## config.mk

```make
export PLATFORM = sky130hd
export DESIGN_NAME = pwm_evt_irq
export DESIGN_NICKNAME = d
export VERILOG_FILES = /design/src/rtl/pwm_evt_irq.sv
export SDC_FILE = /design/constraint.sdc
export NUM_CORES = 1
export LEC_CHECK = 0
export CORE_MARGIN = 4
export CORE_UTILIZATION = 40
export CTS_CLUSTER_DIAMETER = 150
export CTS_CLUSTER_SIZE = 24
export DETAILED_ROUTE_END_ITERATION = 10
export SYNTH_ARGS = -nofsm -noshare
export SYNTH_HDL_FRONTEND = slang
export SYNTH_SLANG_ARGS = --single-unit
```

## constraint.sdc

```tcl
create_clock -name clk -period 5.54 [get_ports clk]
set_input_delay 0.831 -clock clk [delete_from_list [all_inputs] [get_ports clk]]
set_output_delay 0.831 -clock clk [all_outputs]
set_load 0.02 [all_outputs]
```

## src/rtl/pwm_evt_irq.sv

```systemverilog
// pwm_evt_irq: event capture and interrupt stage for the advanced PWM timer.
//
// Rising edges on the timer event lines are latched as pending flags. Each
// event has a saturating occurrence counter and a sticky overflow flag.
// A single registered level interrupt is driven from pending & mask.
//
// Ports:
//   clk        system clock (same domain as the timer event outputs)
//   reset      asynchronous, active-high reset
//   ev_i       timer event lines, level or pulse
//   reg_sel    register access strobe, one cycle per access
//   reg_wr     1 = write, 0 = read (qualified by reg_sel)
//   reg_addr   word index
//   reg_wdata  write data
//   reg_rdata  registered read data, holds until the next read
//   irq        registered level interrupt
//
// Register map (word index):
//   0 CTRL (en, R/W)   1 MASK (R/W)   2 PENDING (W1C)
//   3 COUNT (cnt[i] in byte i, cleared by read)   4 OVF (W1C)
//   5..7 read 0, writes ignored
module pwm_evt_irq #(
   parameter int EVCNT = 4,
   parameter int CW    = 8
) (
   input  logic             clk,
   input  logic             reset,
   input  logic [EVCNT-1:0] ev_i,
   input  logic             reg_sel,
   input  logic             reg_wr,
   input  logic [2:0]       reg_addr,
   input  logic [31:0]      reg_wdata,
   output logic [31:0]      reg_rdata,
   output logic             irq
);

   localparam logic [2:0]    ADDR_CTRL    = 3'd0;
   localparam logic [2:0]    ADDR_MASK    = 3'd1;
   localparam logic [2:0]    ADDR_PENDING = 3'd2;
   localparam logic [2:0]    ADDR_COUNT   = 3'd3;
   localparam logic [2:0]    ADDR_OVF     = 3'd4;
   localparam logic [CW-1:0] CNT_MAX      = {CW{1'b1}};

   logic [EVCNT-1:0] ev_q_r;
   logic [EVCNT-1:0] en_r;
   logic [EVCNT-1:0] mask_r;
   logic [EVCNT-1:0] pending_r;
   logic [EVCNT-1:0] ovf_r;
   logic [CW-1:0]    cnt_r     [EVCNT];

   logic [EVCNT-1:0] edge_s;
   logic [EVCNT-1:0] wdata_ev_s;
   logic             wr_s;
   logic             rd_s;
   logic             cnt_clr_s;
   logic [EVCNT-1:0] pending_clr_s;
   logic [EVCNT-1:0] ovf_clr_s;
   logic [EVCNT-1:0] pending_nxt_s;
   logic [EVCNT-1:0] ovf_nxt_s;
   logic [CW-1:0]    cnt_nxt_s [EVCNT];
   logic [31:0]      rdata_s;
   logic             unused_s;

   assign wr_s       = reg_sel & reg_wr;
   assign rd_s       = reg_sel & ~reg_wr;
   assign wdata_ev_s = reg_wdata[EVCNT-1:0];
   // Upper write-data bits carry no state.
   assign unused_s   = ^reg_wdata;

   // Edge is qualified by the enable so that enabling a high line yields no edge.
   assign edge_s = ev_i & ~ev_q_r & en_r;

   // Decode of clear strobes from register accesses.
   always_comb begin
      pending_clr_s = '0;
      ovf_clr_s     = '0;
      cnt_clr_s     = 1'b0;
      if (wr_s && (reg_addr == ADDR_PENDING)) begin
         pending_clr_s = wdata_ev_s;
      end else begin
         pending_clr_s = '0;
      end
      if (wr_s && (reg_addr == ADDR_OVF)) begin
         ovf_clr_s = wdata_ev_s;
      end else begin
         ovf_clr_s = '0;
      end
      if (rd_s && (reg_addr == ADDR_COUNT)) begin
         cnt_clr_s = 1'b1;
      end else begin
         cnt_clr_s = 1'b0;
      end
   end

   // Next-state of flags and counters; a set always beats a clear in the same cycle.
   always_comb begin
      pending_nxt_s = (pending_r & ~pending_clr_s) | edge_s;
      ovf_nxt_s     = ovf_r & ~ovf_clr_s;
      for (int i = 0; i < EVCNT; i++) begin
         cnt_nxt_s[i] = cnt_r[i];
         // Overflow is judged on the pre-clear value, so a read-clear at max still flags it.
         if (edge_s[i] && (cnt_r[i] == CNT_MAX)) begin
            ovf_nxt_s[i] = 1'b1;
         end else begin
            ovf_nxt_s[i] = ovf_nxt_s[i];
         end
         if (cnt_clr_s) begin
            cnt_nxt_s[i] = edge_s[i] ? CW'(1'b1) : '0;
         end else if (edge_s[i] && (cnt_r[i] != CNT_MAX)) begin
            cnt_nxt_s[i] = cnt_r[i] + CW'(1'b1);
         end else begin
            cnt_nxt_s[i] = cnt_r[i];
         end
      end
   end

   // Read data mux; unused bits and unmapped indices read 0.
   always_comb begin
      rdata_s = '0;
      case (reg_addr)
         ADDR_CTRL:    rdata_s[EVCNT-1:0] = en_r;
         ADDR_MASK:    rdata_s[EVCNT-1:0] = mask_r;
         ADDR_PENDING: rdata_s[EVCNT-1:0] = pending_r;
         ADDR_COUNT: begin
            for (int i = 0; i < EVCNT; i++) begin
               rdata_s[8*i +: 8] = 8'(cnt_r[i]);
            end
         end
         ADDR_OVF:     rdata_s[EVCNT-1:0] = ovf_r;
         default:      rdata_s = '0;
      endcase
   end

   // Event history, configuration, flags and counters.
   always_ff @(posedge clk or posedge reset) begin
      if (reset) begin
         ev_q_r    <= '0;
         en_r      <= '0;
         mask_r    <= '0;
         pending_r <= '0;
         ovf_r     <= '0;
         for (int i = 0; i < EVCNT; i++) begin
            cnt_r[i] <= '0;
         end
      end else begin
         ev_q_r    <= ev_i;
         pending_r <= pending_nxt_s;
         ovf_r     <= ovf_nxt_s;
         for (int i = 0; i < EVCNT; i++) begin
            cnt_r[i] <= cnt_nxt_s[i];
         end
         if (wr_s && (reg_addr == ADDR_CTRL)) begin
            en_r <= wdata_ev_s;
         end else begin
            en_r <= en_r;
         end
         if (wr_s && (reg_addr == ADDR_MASK)) begin
            mask_r <= wdata_ev_s;
         end else begin
            mask_r <= mask_r;
         end
      end
   end

   // Registered read data and interrupt; irq follows the registered pending flags.
   always_ff @(posedge clk or posedge reset) begin
      if (reset) begin
         reg_rdata <= 32'd0;
         irq       <= 1'b0;
      end else begin
         irq <= |(pending_r & mask_r);
         if (rd_s) begin
            reg_rdata <= rdata_s;
         end else begin
            reg_rdata <= reg_rdata;
         end
      end
   end

endmodule

```

==> results.cfg, run 1 <==
[outcome]
status = finished, final reports clean

[clock_tree]
cts_tree = done
insertion_delay_ns = 0.35
numCtsBuffers = 9
cts_resized = 0
cts.path.max_buffers = 2
hold_buffers = 0
root_buffer = clkbuf_8
numClockSinks = 85
post_cts_buffers = 0
htree_levels = 3
clkTransAtPathRegs_ns = 0.08

[global_routing]
grt_pass1_vias = 2780
grt_max_degree = 60
gr-total-overflow = 0
grt_pass1_wl_um = 14170
antenna_found_initial = 0
grt_use_total_pct = 15.72

[critical_path]
cpPeakStageDelay_ns = 0.94
cp.required_ns = 5.78
cp-start-kind = primary input
worst-path-buf-inv = 1
slowest_stage = and3_2
crit_family = simple AND/OR/NAND/NOR gates
end_kind = flop
crit_chain = clkdlybuf4s50_1 > nor2b_2 > and3_2 > or4_1 > nand2_1
arrival_ns = 3.34
worstSetupPathType = primary input to flop
worstPathMaxFanout = 59

[finish]
n_fill_cell = 847
drive_above_1_share_pct = 7.538
area_growth_pct = 19.90
fin_nets = 440
fin_util_pct = 49.95
fin_area_mm2 = 0.004659
n_antenna_cell = 0

[drt]
ant_nets = 0
routed_wl_um = 8486
drt_iter0_drc = 117
vias = 2912
avgRoutedWirePerCell_um = 16.10
remaining_drc_errors = 0
first_pass_iters = 4
via_per_inst = 5.526

[timing]
setup_viol = 0
fin_skew_ns = 0.007646
fin_crit_sh_pct = 55.81
hold_violations = 0
worst_hold_slack_ns = 0.4863
fin_crit_ns = 3.092
drv_slew = 0
max_freq_ghz = 0.3234
tightestPinTransition_ns = 1.074
max-slew-margin-rel_pct = 28.38
tns_ns = 0
rsz0062_at_grt = false

[logic_synthesis]
synth_area_mm2 = 0.003886
yosysMostFrequentCell = dfrtp_1
synth_nets = 397
synth_edf_count = 0
yosysTopAreaCell = dfrtp_1
yosys-top-cells-area = dfrtp_1 55%, a22o_1 6.5%, nor2_1 3.1%
yosysWarningCount = 0
synth_top_area_share_pct = 54.73
synth_cells = 350
ys_seq_elements = 85
ys_types = 46
ys_seq_area_share_pct = 54.73
syn_area_per_cell_um2 = 11.10
synthFlopType = dfrtp_1
async_flop_share_pct = 100.0
yosys-top-cells-count = 85 x dfrtp_1, 32 x nor2_1, 29 x a22o_1

[hold_path]
hp-class = flop to flop

[floorplan]
core_area_mm2 = 0.009328
io_pins = 76
fp.dieArea_mm2 = 0.01136
chipWidth_um = 106.6
die_height_um = 106.6
std_cell_rows = 35
start_util_pct = 41.66

[power_and_ir_drop]
power.share.switching_pct = 28.43
powerDensity_mw_per_mm2 = 317.0
clockPowerShare_pct = 31.9
p_comb_share_pct = 15.5
pwr-share-seq_pct = 52.6
total_leakage_power_nw = 2.045
p_int_mw = 1.057
peakVddDrop_v = 0.0001388
p_switching_mw = 0.4198

[placed_design]
portBuffers = 47
detailed_place_hpwl_um = 5614
gp_congestion = 0.7596
dpl_cell_area_mm2 = 0.004452

[run]
drv_cap = 0
==> cell usage in the layout, fill, tap and decap left out, types with 4 or more instances in the layout <==
master	instances
nand2_1	28
clkbuf_8	9
a21oi_1	10
mux2i_1	8
nand2b_1	5
nand3_1	12
o21ai_0	7
dfrtp_1	85
and3b_1	4
xor2_1	12
xnor2_1	5
or4_1	5
a22o_1	29
mux2_2	8
o22ai_1	4
ha_1	4
o211ai_1	15
and3_1	7
nand4_1	8
a21o_1	8
clkdlybuf4s50_1	47
nor2_1	32
==> state kept, by name, summed over array words and instances, names as in the netlist <==
register   count
cnt_r         32
en_r           4
ev_q_r         4
irq            1
mask_r         4
ovf_r          4
pending_r      4
reg_rdata     32
==> layer usage <==
metal	vias up	GRT usage [%]	part of all wire, %
met4	0	4.018	0.88
met1	1473	21.31	48
met5	-	0	0
li1	1388	-	-
met3	7	4.493	2.9
met2	44	24.87	48
==> power by group through the flow <==
stage          clock [mW]  sequential (mW)  combinational [mW]
6_report            0.472            0.776               0.229
5_1_grt             0.508            0.788               0.260
4_1_cts             0.486            0.776               0.233
3_5_place_dp            0            0.788               0.232
3_3_place_gp            0            0.786               0.227
2_1_floorplan           0            0.779               0.147
==> layout make-up <==
type	count	area (um2)	area share, %
clock buffer	12	135.1	2.900
multi-input combinational	246	1669	35.82
sequential	85	2127	45.65
clock inverter	4	72.57	1.557
timing repair buffer	49	485.5	10.42
inverter	2	8.758	0.1880
tap	129	161.4	3.464
==> kinds of logic (layout without fill, tap and decap cells) <==
family / Yosys count / in the layout / synth area share [%]
AND/OR/NAND/NOR: 120 / 120 / 16.20
buffers and inverters: 19 / 67 / 2.350
XOR/XNOR: 17 / 17 / 3.831
adder cells (fa/ha/maj): 4 / 4 / 1.288
multiplexers: 16 / 16 / 4.379
AO/OA/AOI/OAI: 89 / 89 / 17.22
flip-flops: 85 / 85 / 54.73
==> path summary, 6_finish.rpt <==
check / start / endpoint / slack [ns] / cells after the start
min: reg_rdata[2] / reg_rdata[2] / 0.49 / 2
max: reg_addr[0] / cnt_r[28] / 2.45 / 5
max in group asynchronous: reset / reg_rdata[17] / 3.65 / 3
min reg2reg: reg_rdata[2] / reg_rdata[2] / 0.49 / 2
max reg2reg: cnt_r[16] / cnt_r[16] / 3.54 / 5
min in group asynchronous: reset / cnt_r[16] / 0.84 / 2
==> through the flow <==
step                      std cells  total power [mW]  setup slack [ns]
after floorplan                 350            0.9264             2.516
after global placement          511             1.013             2.063
after detailed placement        511             1.020             2.066
after CTS                       527             1.495             2.437
after global routing            527             1.556             2.264
final                           527             1.477             2.448
==> tightest hold or removal path: cells and delay by family (launching register included) <==
family | cells | cell delay [ns]
DFF | 1 | 0.35
AOI/OAI and AO/OA | 1 | 0.06
and+or+nand+nor | 1 | 0.05
Note: power is estimated with default switching activity, not from simulation.
==> run 2, diff against run 1 <==
- clock period: 5.54 -> 2.94 ns (I/O delays scaled with it)
==> run 2 against run 1 <==
Net effect:
- power is 79% higher
- clock skew is 0.0090 ns higher
- wire length is 0.20% lower
- utilization is 0.62 points higher
- via count is 0.55% lower
- setup slack worse by 1.7 ns
- count of clock-buffer cells in the layout is 3 lower
- hold slack worse by 0.021 ns
- largest power group unchanged
==> results.cfg, run 2 (synthesized netlist as in run 1, its figures left out) <==
[finish]
fin_util_pct = 50.57
fin_cells = 536
multiInputGateArea_mm2 = 0.001669
n_fill_cell = 854
final_cell_mix = 85 x dfrtp_1, 47 x clkdlybuf4s50_1, 32 x nor2_1
seq_area_mm2 = 0.002127
fin_area_mm2 = 0.004717
drive_above_1_share_pct = 10.32
area_growth_pct = 21.38
reg_top3 = cnt_r x32, reg_rdata x32
n_antenna_cell = 0
fin_nets = 449
layout_commonest_cell = dfrtp_1

[clock_tree]
numCtsBuffers = 9
post_cts_buffers = 0
clkTransAtPathRegs_ns = 0.09
root_buffer = clkbuf_8
htree_levels = 3
cts_resized = 0
cts.path.max_buffers = 2
hold_buffers = 0
insertion_delay_ns = 0.36
numClockSinks = 85
cts_tree = done

[timing]
fin_crit_sh_pct = 73.36
drv_slew = 0
worst_hold_slack_ns = 0.4649
rsz0062_at_grt = false
tns_ns = 0
max-slew-margin-rel_pct = 50.17
hold_violations = 0
fin_skew_ns = 0.01663
max_freq_ghz = 0.4637
tightestPinTransition_ns = 0.7370
fin_crit_ns = 2.157
setup_viol = 0
setup_slack_ns = 0.7832

[global_routing]
grt_max_degree = 50
grt_use_total_pct = 15.90
grt_pass1_vias = 2878
grt_pass1_wl_um = 14370
grtUsageMet1_pct = 22.03
gr-total-overflow = 0
busiest_layer = met2
grt_use_met2_pct = 24.55
antenna_found_initial = 0
met3_usage_pct = 3.461

[drt]
drt_iter0_drc = 119
avgRoutedWirePerCell_um = 15.80
routed_wl_um = 8469
ant_nets = 0
vias = 2896
first_pass_iters = 4
via_per_inst = 5.403
remaining_drc_errors = 0

[floorplan]
fp.dieArea_mm2 = 0.01136
start_util_pct = 41.66
std_cell_rows = 35
chipWidth_um = 106.6
die_height_um = 106.6
io_pins = 76
core_area_mm2 = 0.009328

[power_and_ir_drop]
total_leakage_power_nw = 2.088
powerDensity_mw_per_mm2 = 560.9
peakVddDrop_v = 0.0002486
p_total_mw = 2.646

[critical_path]
end_kind = flop
worstSetupPathType = primary input to flop
arrival_ns = 2.40
worstPathMaxFanout = 7
cp.required_ns = 3.18
cp-start-kind = primary input

[hold_path]
hp-class = primary input to async pin

[placed_design]
placedCellCount = 520
dpl_cell_area_mm2 = 0.004544
pre_cts_slack_ns = 0.4409
portBuffers = 47
gp_congestion = 0.8134
detailed_place_hpwl_um = 5811

[outcome]
status = finished, final reports clean

[run]
drv_cap = 0
==> run 2: changes by cell type in the layout (fill, tap and decap cells not counted), sizes merged <==
cell / change
clkbuf: -3
inv: +2
buf: +9
clkinv: +3
bufinv: -2
==> run 2: final timing paths <==
path                       cells after the start          from            to  slack, ns
min in group clk                               2  reg_rdata[2]  reg_rdata[2]       0.49
max in group asynchronous                      3         reset      ovf_r[1]       1.81
max reg2reg                                    5     cnt_r[16]     cnt_r[16]       0.99
min                                            2         reset  reg_rdata[9]       0.46
max                                            5   reg_addr[0]     mask_r[3]       0.78
min reg2reg                                    2  reg_rdata[2]  reg_rdata[2]       0.49
==> run 2: per-layer routing <==
metal | vias up | part of all wire, %
met1 | 1427 | 49
met5 | - | 0
met4 | 0 | 1.7
met2 | 42 | 46
met3 | 15 | 2.8
li1 | 1412 | -
==> run 2: power by group <==
part | leakage [nW] | total (mW) | switching (mW) | internal (mW)
Clock | 0.0898 | 0.746 | 0.436 | 0.310
Sequential | 1.12 | 1.46 | 0.158 | 1.30
Combinational | 0.874 | 0.439 | 0.221 | 0.218
Total | 2.09 | 2.65 | 0.815 | 1.83
==> run 2: worst max-delay path: stages <==
cell	delay, ns
clkdlybuf4s50_1	0.62
buf_4	0.21
nor4b_1	0.58
buf_4	0.23
mux2_2	0.32
==> run 2: layout make-up <==
cell class,instances,area share (%)
Tap cell,129,3.422
Clock inverter,7,1.034
Sequential cell,85,45.09
Timing Repair Buffer,58,12.25
Clock buffer,9,2.626
Multi-Input combinational cell,246,35.38
Inverter,2,0.1857
